--- src/rtl/spi_apb_pkg.sv ---
// Shared constants for the SPI APB register front-end: register offsets,
// FIFO-access FSM states and interrupt event bit positions.
package spi_apb_pkg;

  localparam logic [5:0] REG_CTRL   = 6'h00;
  localparam logic [5:0] REG_CLKDIV = 6'h04;
  localparam logic [5:0] REG_CMD    = 6'h08;
  localparam logic [5:0] REG_ADR    = 6'h0C;
  localparam logic [5:0] REG_LEN    = 6'h10;
  localparam logic [5:0] REG_DUM    = 6'h14;
  localparam logic [5:0] REG_TXFIFO = 6'h18;
  localparam logic [5:0] REG_RXFIFO = 6'h20;
  localparam logic [5:0] REG_INTCFG = 6'h24;
  localparam logic [5:0] REG_INTSTA = 6'h28;

  localparam int EVT_TX_TH = 0;
  localparam int EVT_RX_TH = 1;
  localparam int EVT_DONE  = 2;
  localparam int NUM_EVT   = 3;

  typedef enum logic {
    IDLE,
    WAIT
  } fifo_state_e;

  function automatic logic is_mapped(input logic [5:0] off);
    case (off)
      REG_CTRL, REG_CLKDIV, REG_CMD, REG_ADR, REG_LEN, REG_DUM,
      REG_TXFIFO, REG_RXFIFO, REG_INTCFG, REG_INTSTA: return 1'b1;
      default: return 1'b0;
    endcase
  endfunction

  // Transfer-shaping registers that must not change under a running transfer.
  function automatic logic is_lockable(input logic [5:0] off);
    case (off)
      REG_CLKDIV, REG_CMD, REG_ADR, REG_LEN, REG_DUM: return 1'b1;
      default: return 1'b0;
    endcase
  endfunction

endpackage

--- src/rtl/spi_apb_irq.sv ---
// Interrupt status latch: events set INTSTA bits, W1C clears them (set wins),
// and the masked, globally enabled OR drives a registered IRQ line.
module spi_apb_irq
  import spi_apb_pkg::*;
(
  input  logic               HCLK,
  input  logic               HRESET,
  input  logic [NUM_EVT-1:0] evt,
  input  logic [NUM_EVT-1:0] w1c,
  input  logic [NUM_EVT-1:0] mask,
  input  logic               en,
  output logic [NUM_EVT-1:0] intsta,
  output logic               irq
);

  // NOTE: sequential state uses <= so every flop samples pre-edge values;
  // irq therefore follows intsta with exactly one cycle of delay.
  always_ff @(posedge HCLK) begin
    if (HRESET) begin
      intsta <= '0;
      irq    <= 1'b0;
    end else begin
      intsta <= (intsta & ~w1c) | evt;
      irq    <= en & |(intsta & mask);
    end
  end

endmodule

--- src/rtl/spi_apb_regs_mc.sv ---
// APB3 register front-end for the multi-chip-select SPI master with wait-state
// FIFO access, error responses, busy lock and interrupts.
// Define SPI_APB_TIMEOUT_EN to bound FIFO wait states by WAIT_TIMEOUT.
module spi_apb_regs_mc
  import spi_apb_pkg::*;
#(
  parameter int APB_ADDR_WIDTH = 12,
  parameter int NUM_CS         = 4,
  parameter int BUFFER_DEPTH   = 16,
  parameter int WAIT_TIMEOUT   = 255,
  localparam int LOG_BUFFER_DEPTH = $clog2(BUFFER_DEPTH)
) (
  input  logic                      HCLK,
  input  logic                      HRESET,
  input  logic [APB_ADDR_WIDTH-1:0] PADDR,
  input  logic [31:0]               PWDATA,
  input  logic                      PWRITE,
  input  logic                      PSEL,
  input  logic                      PENABLE,
  output logic [31:0]               PRDATA,
  output logic                      PREADY,
  output logic                      PSLVERR,
  output logic [15:0]               spi_clk_div,
  output logic                      spi_clk_div_valid,
  output logic [31:0]               spi_cmd,
  output logic [31:0]               spi_addr,
  output logic [5:0]                spi_cmd_len,
  output logic [5:0]                spi_addr_len,
  output logic [15:0]               spi_data_len,
  output logic [15:0]               spi_dummy_rd,
  output logic [15:0]               spi_dummy_wr,
  output logic [NUM_CS-1:0]         spi_csreg,
  output logic                      spi_rd,
  output logic                      spi_wr,
  output logic                      spi_qrd,
  output logic                      spi_qwr,
  output logic                      spi_swrst,
  input  logic                      spi_busy,
  input  logic [31:0]               spi_status,
  input  logic [2:0]                spi_evt,
  output logic [LOG_BUFFER_DEPTH:0] spi_int_th_tx,
  output logic [LOG_BUFFER_DEPTH:0] spi_int_th_rx,
  output logic                      spi_irq,
  output logic [31:0]               spi_data_tx,
  output logic                      spi_data_tx_valid,
  input  logic                      spi_data_tx_ready,
  input  logic [31:0]               spi_data_rx,
  input  logic                      spi_data_rx_valid,
  output logic                      spi_data_rx_ready
);

  logic [5:0]         reg_off;
  logic               access, wr_acc, rd_acc;
  logic               tx_acc, rx_acc, fifo_acc, fifo_ready;
  logic               illegal, lock_err, timeout_hit, commit;
  logic [NUM_EVT-1:0] int_mask, intsta, w1c;
  logic               int_en;
  logic [31:0]        intcfg_rd;
  fifo_state_e        state, state_nxt;

  assign reg_off = {PADDR[5:2], 2'b00};
  assign access  = PSEL & PENABLE;
  assign wr_acc  = access & PWRITE;
  assign rd_acc  = access & ~PWRITE;

  assign tx_acc     = wr_acc & (reg_off == REG_TXFIFO);
  assign rx_acc     = rd_acc & (reg_off == REG_RXFIFO);
  assign fifo_acc   = tx_acc | rx_acc;
  assign fifo_ready = (tx_acc & spi_data_tx_ready) | (rx_acc & spi_data_rx_valid);

  assign illegal  = access & (~is_mapped(reg_off)
                            | ((reg_off == REG_TXFIFO) & ~PWRITE)
                            | ((reg_off == REG_RXFIFO) &  PWRITE));
  // swrst (bit4) and csreg stay writable while busy; start bits do not.
  assign lock_err = wr_acc & spi_busy & (is_lockable(reg_off)
                  | ((reg_off == REG_CTRL) & |PWDATA[3:0]));

  assign PREADY  = ~fifo_acc | fifo_ready | timeout_hit;
  assign PSLVERR = access & (illegal | lock_err | timeout_hit);
  assign commit  = wr_acc & PREADY & ~PSLVERR;

  // Stream strobes are suppressed under reset so an aborted wait never hands off data.
  assign spi_data_tx       = PWDATA;
  assign spi_data_tx_valid = tx_acc & ~timeout_hit & ~HRESET;
  assign spi_data_rx_ready = rx_acc & spi_data_rx_valid & ~timeout_hit & ~HRESET;

`ifdef SPI_APB_TIMEOUT_EN
  logic [15:0] wait_cnt, wait_cnt_nxt;

  // wait_cnt_nxt counts wait cycles including the current one.
  assign wait_cnt_nxt = wait_cnt + 16'd1;
  assign timeout_hit  = (state == WAIT) && (wait_cnt_nxt == 16'(WAIT_TIMEOUT));

  always_ff @(posedge HCLK) begin
    if (HRESET || state == IDLE) wait_cnt <= '0;
    else                         wait_cnt <= wait_cnt_nxt;
  end
`else
  logic [15:0] unused_timeout;
  assign unused_timeout = 16'(WAIT_TIMEOUT);
  assign timeout_hit    = 1'b0;
`endif

  always_ff @(posedge HCLK) begin
    if (HRESET) state <= IDLE;
    else        state <= state_nxt;
  end

  // NOTE: every always_comb output gets a default first so no latch is inferred.
  always_comb begin
    state_nxt = state;
    case (state)
      IDLE: if (fifo_acc && !fifo_ready) state_nxt = WAIT;
      WAIT: if (!fifo_acc || fifo_ready || timeout_hit) state_nxt = IDLE;
      default: state_nxt = IDLE;
    endcase
  end

  always_ff @(posedge HCLK) begin
    if (HRESET) begin
      spi_clk_div       <= '0;
      spi_clk_div_valid <= 1'b0;
      spi_cmd           <= '0;
      spi_addr          <= '0;
      spi_cmd_len       <= '0;
      spi_addr_len      <= '0;
      spi_data_len      <= '0;
      spi_dummy_rd      <= '0;
      spi_dummy_wr      <= '0;
      spi_csreg         <= '0;
      spi_rd            <= 1'b0;
      spi_wr            <= 1'b0;
      spi_qrd           <= 1'b0;
      spi_qwr           <= 1'b0;
      spi_swrst         <= 1'b0;
      spi_int_th_tx     <= '0;
      spi_int_th_rx     <= '0;
      int_mask          <= '0;
      int_en            <= 1'b0;
    end else begin
      spi_clk_div_valid <= 1'b0;
      spi_rd            <= 1'b0;
      spi_wr            <= 1'b0;
      spi_qrd           <= 1'b0;
      spi_qwr           <= 1'b0;
      spi_swrst         <= 1'b0;
      if (commit) begin
        case (reg_off)
          REG_CTRL: begin
            spi_rd    <= PWDATA[0];
            spi_wr    <= PWDATA[1];
            spi_qrd   <= PWDATA[2];
            spi_qwr   <= PWDATA[3];
            spi_swrst <= PWDATA[4];
            spi_csreg <= PWDATA[8 +: NUM_CS];
          end
          REG_CLKDIV: begin
            spi_clk_div       <= PWDATA[15:0];
            spi_clk_div_valid <= 1'b1;
          end
          REG_CMD: spi_cmd  <= PWDATA;
          REG_ADR: spi_addr <= PWDATA;
          REG_LEN: begin
            spi_cmd_len  <= PWDATA[5:0];
            spi_addr_len <= PWDATA[13:8];
            spi_data_len <= PWDATA[31:16];
          end
          REG_DUM: begin
            spi_dummy_rd <= PWDATA[15:0];
            spi_dummy_wr <= PWDATA[31:16];
          end
          REG_INTCFG: begin
            spi_int_th_tx <= PWDATA[LOG_BUFFER_DEPTH:0];
            spi_int_th_rx <= PWDATA[8+LOG_BUFFER_DEPTH:8];
            int_mask      <= PWDATA[18:16];
            int_en        <= PWDATA[31];
          end
          default: ;
        endcase
      end
    end
  end

  assign w1c = (commit && reg_off == REG_INTSTA) ? PWDATA[NUM_EVT-1:0] : '0;

  spi_apb_irq u_irq (
    .HCLK   (HCLK),
    .HRESET (HRESET),
    .evt    (spi_evt),
    .w1c    (w1c),
    .mask   (int_mask),
    .en     (int_en),
    .intsta (intsta),
    .irq    (spi_irq)
  );

  always_comb begin
    intcfg_rd                             = '0;
    intcfg_rd[LOG_BUFFER_DEPTH:0]         = spi_int_th_tx;
    intcfg_rd[8+LOG_BUFFER_DEPTH:8]       = spi_int_th_rx;
    intcfg_rd[18:16]                      = int_mask;
    intcfg_rd[31]                         = int_en;
  end

  always_comb begin
    PRDATA = '0;
    if (rd_acc && !PSLVERR) begin
      case (reg_off)
        REG_CTRL:   PRDATA = spi_status;
        REG_CLKDIV: PRDATA = {16'h0000, spi_clk_div};
        REG_CMD:    PRDATA = spi_cmd;
        REG_ADR:    PRDATA = spi_addr;
        REG_LEN:    PRDATA = {spi_data_len, 2'b00, spi_addr_len, 2'b00, spi_cmd_len};
        REG_DUM:    PRDATA = {spi_dummy_wr, spi_dummy_rd};
        REG_RXFIFO: if (spi_data_rx_ready) PRDATA = spi_data_rx;
        REG_INTCFG: PRDATA = intcfg_rd;
        REG_INTSTA: PRDATA = {{(32-NUM_EVT){1'b0}}, intsta};
        default:    PRDATA = '0;
      endcase
    end
  end

  logic unused_addr;
  assign unused_addr = ^{PADDR[APB_ADDR_WIDTH-1:6], PADDR[1:0]};

endmodule

--- config.mk ---
export PLATFORM = sky130hd
export DESIGN_NAME = spi_apb_regs_mc
export DESIGN_NICKNAME = d
export VERILOG_FILES = /design/src/rtl/spi_apb_pkg.sv /design/src/rtl/spi_apb_irq.sv /design/src/rtl/spi_apb_regs_mc.sv
export SDC_FILE = /design/constraint.sdc
export NUM_CORES = 1
export LEC_CHECK = 0
export CAP_MARGIN = 20
export CORE_MARGIN = 3
export CORE_UTILIZATION = 44
export DETAILED_ROUTE_END_ITERATION = 8
export PLACE_DENSITY = 0.88
export SLEW_MARGIN = 20
export SYNTH_ARGS = -nofsm -noshare
export SYNTH_HDL_FRONTEND = slang
export SYNTH_SLANG_ARGS = --single-unit
--- constraint.sdc ---
create_clock -name HCLK -period 3.35 [get_ports HCLK]
set_input_delay 0.67 -clock HCLK [delete_from_list [all_inputs] [get_ports HCLK]]
set_output_delay 0.67 -clock HCLK [all_outputs]
set_load 0.05 [all_outputs]
==> results of run 1 <==
==> registers in the layout (all words and copies together) (netlist names) <==
| signal | count |
|---|---|
| int_mask | 3 |
| spi_cmd_len | 6 |
| spi_dummy_wr | 16 |
| spi_clk_div | 16 |
| spi_cmd | 32 |
| spi_data_len | 16 |
| spi_swrst | 1 |
| spi_int_th_tx | 5 |
| u_irq.irq | 1 |
| spi_wr | 1 |
| spi_rd | 1 |
| int_en | 1 |
| spi_clk_div_valid | 1 |
| spi_dummy_rd | 16 |
| u_irq.intsta | 3 |
| spi_qrd | 1 |
| spi_qwr | 1 |
| spi_addr | 32 |
| spi_int_th_rx | 5 |
| spi_csreg | 4 |
| spi_addr_len | 6 |
==> tightest hold or removal path, delay by kind of cell (launching register included) <==
kind	cells	cell delay, ns
DFF	1	0.32
and+or+nand+nor	1	0.06
muxes	1	0.05
==> cell families (layout without fill, tap and decap cells) <==
group	after synthesis	after routing
simple gates	312	312
compound gates	169	169
flops	168	168
mux	153	153
buf+inv	117	457
==> path summary, 6_finish.rpt <==
kind	from	endpoint	cells past startpoint
worst max-delay path	PADDR[3]	PRDATA[18]	9
worst min-delay path	spi_csreg[0]	spi_csreg[0]	2
worst max register to register	int_mask[1]	u_irq.irq	2
worst min register to register	spi_csreg[0]	spi_csreg[0]	2
==> synthesized netlist by cell type, types with 3 or more instances <==
cell       count
a21oi_1       31
buf_2         13
a31oi_1       25
dfxtp_1      168
a22oi_1       40
nand3b_1       3
a32oi_1        3
nand2b_1     178
nand4_1        3
nand2_1       72
a41oi_1        5
nand3_1        5
nor3_1         5
a22o_1        14
a2bb2oi_1      6
mux2_2         6
a221oi_1       4
or2_2          3
nor2b_1       13
clkbuf_1      50
nor3b_1        4
a222oi_1      18
buf_6          5
nor2_1         7
and3_1         3
a21o_2         4
mux2i_1      146
buf_4         38
inv_1          7
==> final cells by class <==
class / count / area (um^2)
multi-input combinational: 634 / 4960
tap: 260 / 325
fill: 1344 / 5210
inverter: 7 / 26.3
clock inverter: 14 / 163
timing repair buffer: 418 / 4590
clock buffer: 18 / 439
sequential: 168 / 3360
==> metal layers <==
| metal | share of wire, % | up-vias | track usage, % |
|---|---|---|---|
| li1 | - | 3903 | - |
| met1 | 39 | 4287 | 37.6 |
| met2 | 49 | 516 | 51.9 |
| met3 | 8.6 | 86 | 7.76 |
| met4 | 3.1 | 0 | 10.8 |
| met5 | 0 | - | 0 |
==> timing repair <==
action	CTS	global route
setup endpoints to repair	33	17
resized for setup	17	7
gates cloned	2	1
pin swaps	11	4
buffers inserted	2	1
==> cells in the final DEF, fill, tap and decap left out, drive strengths merged, types with 7 or more instances in the layout <==
master           n
a22oi           40
clkbuf          20
dfxtp          168
a22o            15
clkinv           7
inv             11
buf            116
a31oi           25
a222oi          18
nand2b         178
nand2           72
mux2i          146
nor2b           13
clkdlybuf4s50  298
a21oi           32
nor2             7
==> power by group through the flow <==
stage / Sequential (mW) / Clock, mW / Combinational, mW
after floorplan: 2.08 / 0 / 0.309
after global placement: 2.06 / 0 / 0.615
after detailed placement: 2.06 / 0 / 0.623
after CTS: 2.01 / 2.02 / 0.637
after global routing: 2.01 / 2.10 / 0.670
final: 2.01 / 2.01 / 0.643
==> impl_metrics.ini, run 1 <==
[finish]
drive_above_1_share_pct = 16.7
design_area_um2 = 13900
diodes = 0
syn2layout_area_growth_pct = 59.4
stdcell_count = 1519
nNetsFinal = 1365
fin_util_pct = 72.7

[synth]
yosysWarnings = 0
netlist.area_leader.share_pct = 38.6
ys_ff_latch = 168
netlist_instances = 919
syn-cell-area_um2 = 8700
yosys-top-cells-area = dfxtp_1 (39%), mux2i_1 (17%), nand2b_1 (13%)
ys_seq_area_share_pct = 38.6
synth.area.mux_share_pct = 17.8
synth_cell_type_count = 57
yosys.area.top_type = dfxtp_1
synth_fa_ha_area_share_pct = 0
post_synth_and_or_nand_nor_area_fraction_pct = 21.3
synth_edf_count = 0
async_flop_share_pct = 0
synth.net_count = 1038
synth_compound_area_share_pct = 14.6
synth_xor_area_share_pct = 0
synth_top_family_by_area = simple AND/OR/NAND/NOR gates
avgSynthCellArea_um2 = 9.47
synthFlopType = dfxtp_1

[run_status]
status = finished clean

[route]
drt_iter0_markers = 870
wl_um = 34600
dr.pass1.iters = 6
drtAntennaViolNets = 0
drt-wirelength-per-cell_um = 22.8
routed_via_density = 5.79
vias = 8792
drc = 0

[power]
powerDensity_nw_per_um2 = 336
p_comb_share_pct = 13.8
vdd_drop_max_mv = 0.321
seqPwrFrac_pct = 43.2
clock_power_share_pct = 43.0
p_switching_mw = 1.23
swShare_pct = 26.3
finalPower_mw = 4.67
p_int_mw = 3.44
leakage_nw = 5.41

[floorplanning]
row_count = 50
core_um2 = 19100
floorplan.initialDensity_pct = 45.6
fp.dieH_um = 147
dieArea_um2 = 21500
io_pins = 348
die_w_um = 147

[setup_path]
cp_max_fo = 5
path_cells = buf_2 -> or4b_4 -> nor4_4 -> buf_4 -> buf_6 -> buf_12 -> nand2_1 -> a41oi_2 -> buf_12
critical_path_arrival_ns = 2.59
end_kind = output pin
worst-setup-path-type = in2out
crit_family = simple AND/OR/NAND/NOR gates
slowest_stage = or4b_4
slowest_delay_ns = 0.57
required_ns = 2.68
rrSetupSlack_ns = 2.38
cp.buffers_inverters = 5
startpoint_type = input pin
path_common_cell = buf_12

[min_path]
min_path_type = reg2reg

[sta]
final-hold-violation-count = 0
fmax_ghz = 0.306
hold_ws_ns = 0.480
max_slew.worst_pin.slew_ns = 0.784
min_period_ns = 3.26
rsz0062_at_grt = no
final.setup.worst_slack_ns = 0.0851
fin_skew_ns = 0.00487
finalSetupViolCount = 0
setup_tns_ns = 0
finalCritPeriodShare_pct = 97.5
max-slew-margin-rel_pct = 47.7
slew_viol_final = 0

[clock_tree]
numCtsBuffers = 17
h-tree-depth = 4
clk_pin_slew_ns = 0.07
root_buffer = clkbuf_16
cts_tree = yes
cts.sinks = 168
clk_latency_ns = 0.42
hold_buffers = 0
cts_buffer_depth = 2

[flow_run]
cap_violations = 0

[placement]
dpl.hpwl_um = 24700
port_buffers = 339
pre_cts_ws_ns = -0.223
place.gp.congestion = 0.921
placed_cell_area_um2 = 13100
dpl.cell_count = 1481

[grt]
grt_pass1_wl_um = 51600
antenna_found_initial = 0
gr-total-overflow = 0
grt_pass1_vias = 8876
grt_use_total_pct = 30.6
grt_max_degree = 196
(Power assumes the default switching activity.)
==> run 2, diff against run 1 <==
Settings changed: CTS_CLUSTER_DIAMETER set to 40.
==> results of run 2 <==
Same layout as run 1: the final DEF is identical, and so are final timing and power.
==> run 3, diff against run 2 <==
Settings changed: CORE_MARGIN 3 to 2.
==> run 3 against run 2 <==
Against the previous run:
- sequential share of layout area about the same
- cell count up 0.13%
- non-clock buffer count down 3
- maximum frequency down 0.12%
- design area down 0.11%
- via count up 0.22%
- sequential power about the same
- count of clock-buffer cells in the layout unchanged
- clock power up 3%
==> impl_metrics.ini, run 3 (synthesis gave the netlist of run 1 again) <==
[run_status]
status = finished clean

[power]
vdd_drop_max_mv = 0.371
clock_power_share_pct = 44.0
seqPwrFrac_pct = 42.6
p_switching_mw = 1.28
p_comb_share_pct = 13.4
powerDensity_nw_per_um2 = 341
swShare_pct = 27.0
p_int_mw = 3.45
finalPower_mw = 4.73
leakage_nw = 5.38

[floorplanning]
floorplan.initialDensity_pct = 44.7
die_w_um = 145
core_um2 = 19500
fp.dieH_um = 145
io_pins = 348
row_count = 51
dieArea_um2 = 20900

[clock_tree]
h-tree-depth = 4
cts.sinks = 168
cts_tree = yes
numCtsBuffers = 17
hold_buffers = 0
root_buffer = clkbuf_16
clk_latency_ns = 0.43
cts_buffer_depth = 2
clk_pin_slew_ns = 0.07

[sta]
max-slew-margin-rel_pct = 35.5
slew_viol_final = 0
final-hold-violation-count = 0
fmax_ghz = 0.306
finalSetupViolCount = 0
final.setup.worst_slack_ns = 0.0810
rsz0062_at_grt = no
fin_skew_ns = 0.00617
min_period_ns = 3.27
finalCritPeriodShare_pct = 97.6
max_slew.worst_pin.slew_ns = 0.968
hold_ws_ns = 0.483

[setup_path]
required_ns = 2.68
critical_path_arrival_ns = 2.60
reg2reg_from = u_irq.intsta[1]
end_kind = output pin
startpoint_type = input pin
rrSetupSlack_ns = 2.41
r2r_end = u_irq.irq
reg2reg_depth = 2
cp_max_fo = 6
worst-setup-path-type = in2out

[route]
wl_um = 34200
drt-wirelength-per-cell_um = 22.5
dr.pass1.iters = 5
drc = 0
vias = 8811
routed_via_density = 5.79
drt_iter0_markers = 801
drtAntennaViolNets = 0

[flow_run]
cap_violations = 0

[placement]
port_buffers = 339
place.gp.congestion = 0.962
dpl.hpwl_um = 24000
pre_cts_ws_ns = -0.181

[grt]
gr-total-overflow = 0
grt_pass1_wl_um = 50100
antenna_found_initial = 0
grt_pass1_vias = 8728
grt_max_degree = 125
grt_use_total_pct = 31.7

[min_path]
hold_path_end = int_en
min_path_type = reg2reg
hold_start = int_en
min_path_cells = 2

[finish]
layout_common_cells = clkdlybuf4s50_1 (298), nand2b_1 (178), dfxtp_1 (168)
diodes = 0
nNetsFinal = 1362
drive_above_1_share_pct = 16.1
final_common_cell = clkdlybuf4s50_1
reg_top3 = spi_addr (32), spi_cmd (32)
syn2layout_area_growth_pct = 59.2
## run 3: layout make-up
| cell class | instances | area (um^2) |
|---|---|---|
| Fill cell | 1347 | 5610 |
| Multi-Input combinational cell | 634 | 4970 |
| Sequential cell | 168 | 3360 |
| Tap cell | 265 | 332 |
| Clock inverter | 14 | 185 |
| Timing Repair Buffer | 415 | 4540 |
| Inverter | 7 | 26.3 |
| Clock buffer | 18 | 439 |
## run 3: worst max-delay path by stage
stage	depth (start not counted)	end	start
floorplan	7	PRDATA[3]	PADDR[5]
global placement	7	PRDATA[14]	PADDR[3]
detailed placement	7	PRDATA[13]	PADDR[3]
CTS	9	PRDATA[17]	PADDR[4]
global route	9	PRDATA[3]	PADDR[3]
finish	9	PRDATA[8]	PADDR[4]
## run 3: metrics by stage
stage               area [um^2]  util [%]  setup TNS (ns)  instances
floorplan                  8880         -          -0.249        919
global placement          13000      66.9           -2.35       1484
detailed placement        13000      66.9           -3.28       1484
CTS                       13900      71.2               0       1521
global route              13900      71.2               0       1521
finish                    13900      71.2               0       1521
## run 3: what timing repair did
item / in CTS / in global routing
gates resized for setup: 23 / 0
setup buffers: 2 / 0
endpoints found under the setup margin: 32 / 0
## run 3: power by group through the flow
stage / clock [mW] / combinational (mW) / sequential [mW]
floorplan: 0 / 0.309 / 2.08
global placement: 0 / 0.610 / 2.06
detailed placement: 0 / 0.617 / 2.06
CTS: 2.09 / 0.624 / 2.01
global route: 2.17 / 0.657 / 2.01
finish: 2.08 / 0.633 / 2.01
## run 3: critical path, cell delays in order
cell and delay (ns):
dlygate4sd2_1 0.25, or4b_4 0.56, nor4_4 0.17, buf_6 0.21, buf_4 0.22, a2bb2oi_1 0.09
a31oi_1 0.16, buf_4 0.14, buf_12 0.12
## run 3: layer usage
layer  global-route usage, %  vias to the layer above  share of wire (%)
met4                    16.2                        0                4.2
met2                    50.9                      514                 47
met3                    7.05                      106                8.7
met5                       0                        -                  0
li1                        -                     3916                  -
met1                    40.1                     4275                 40
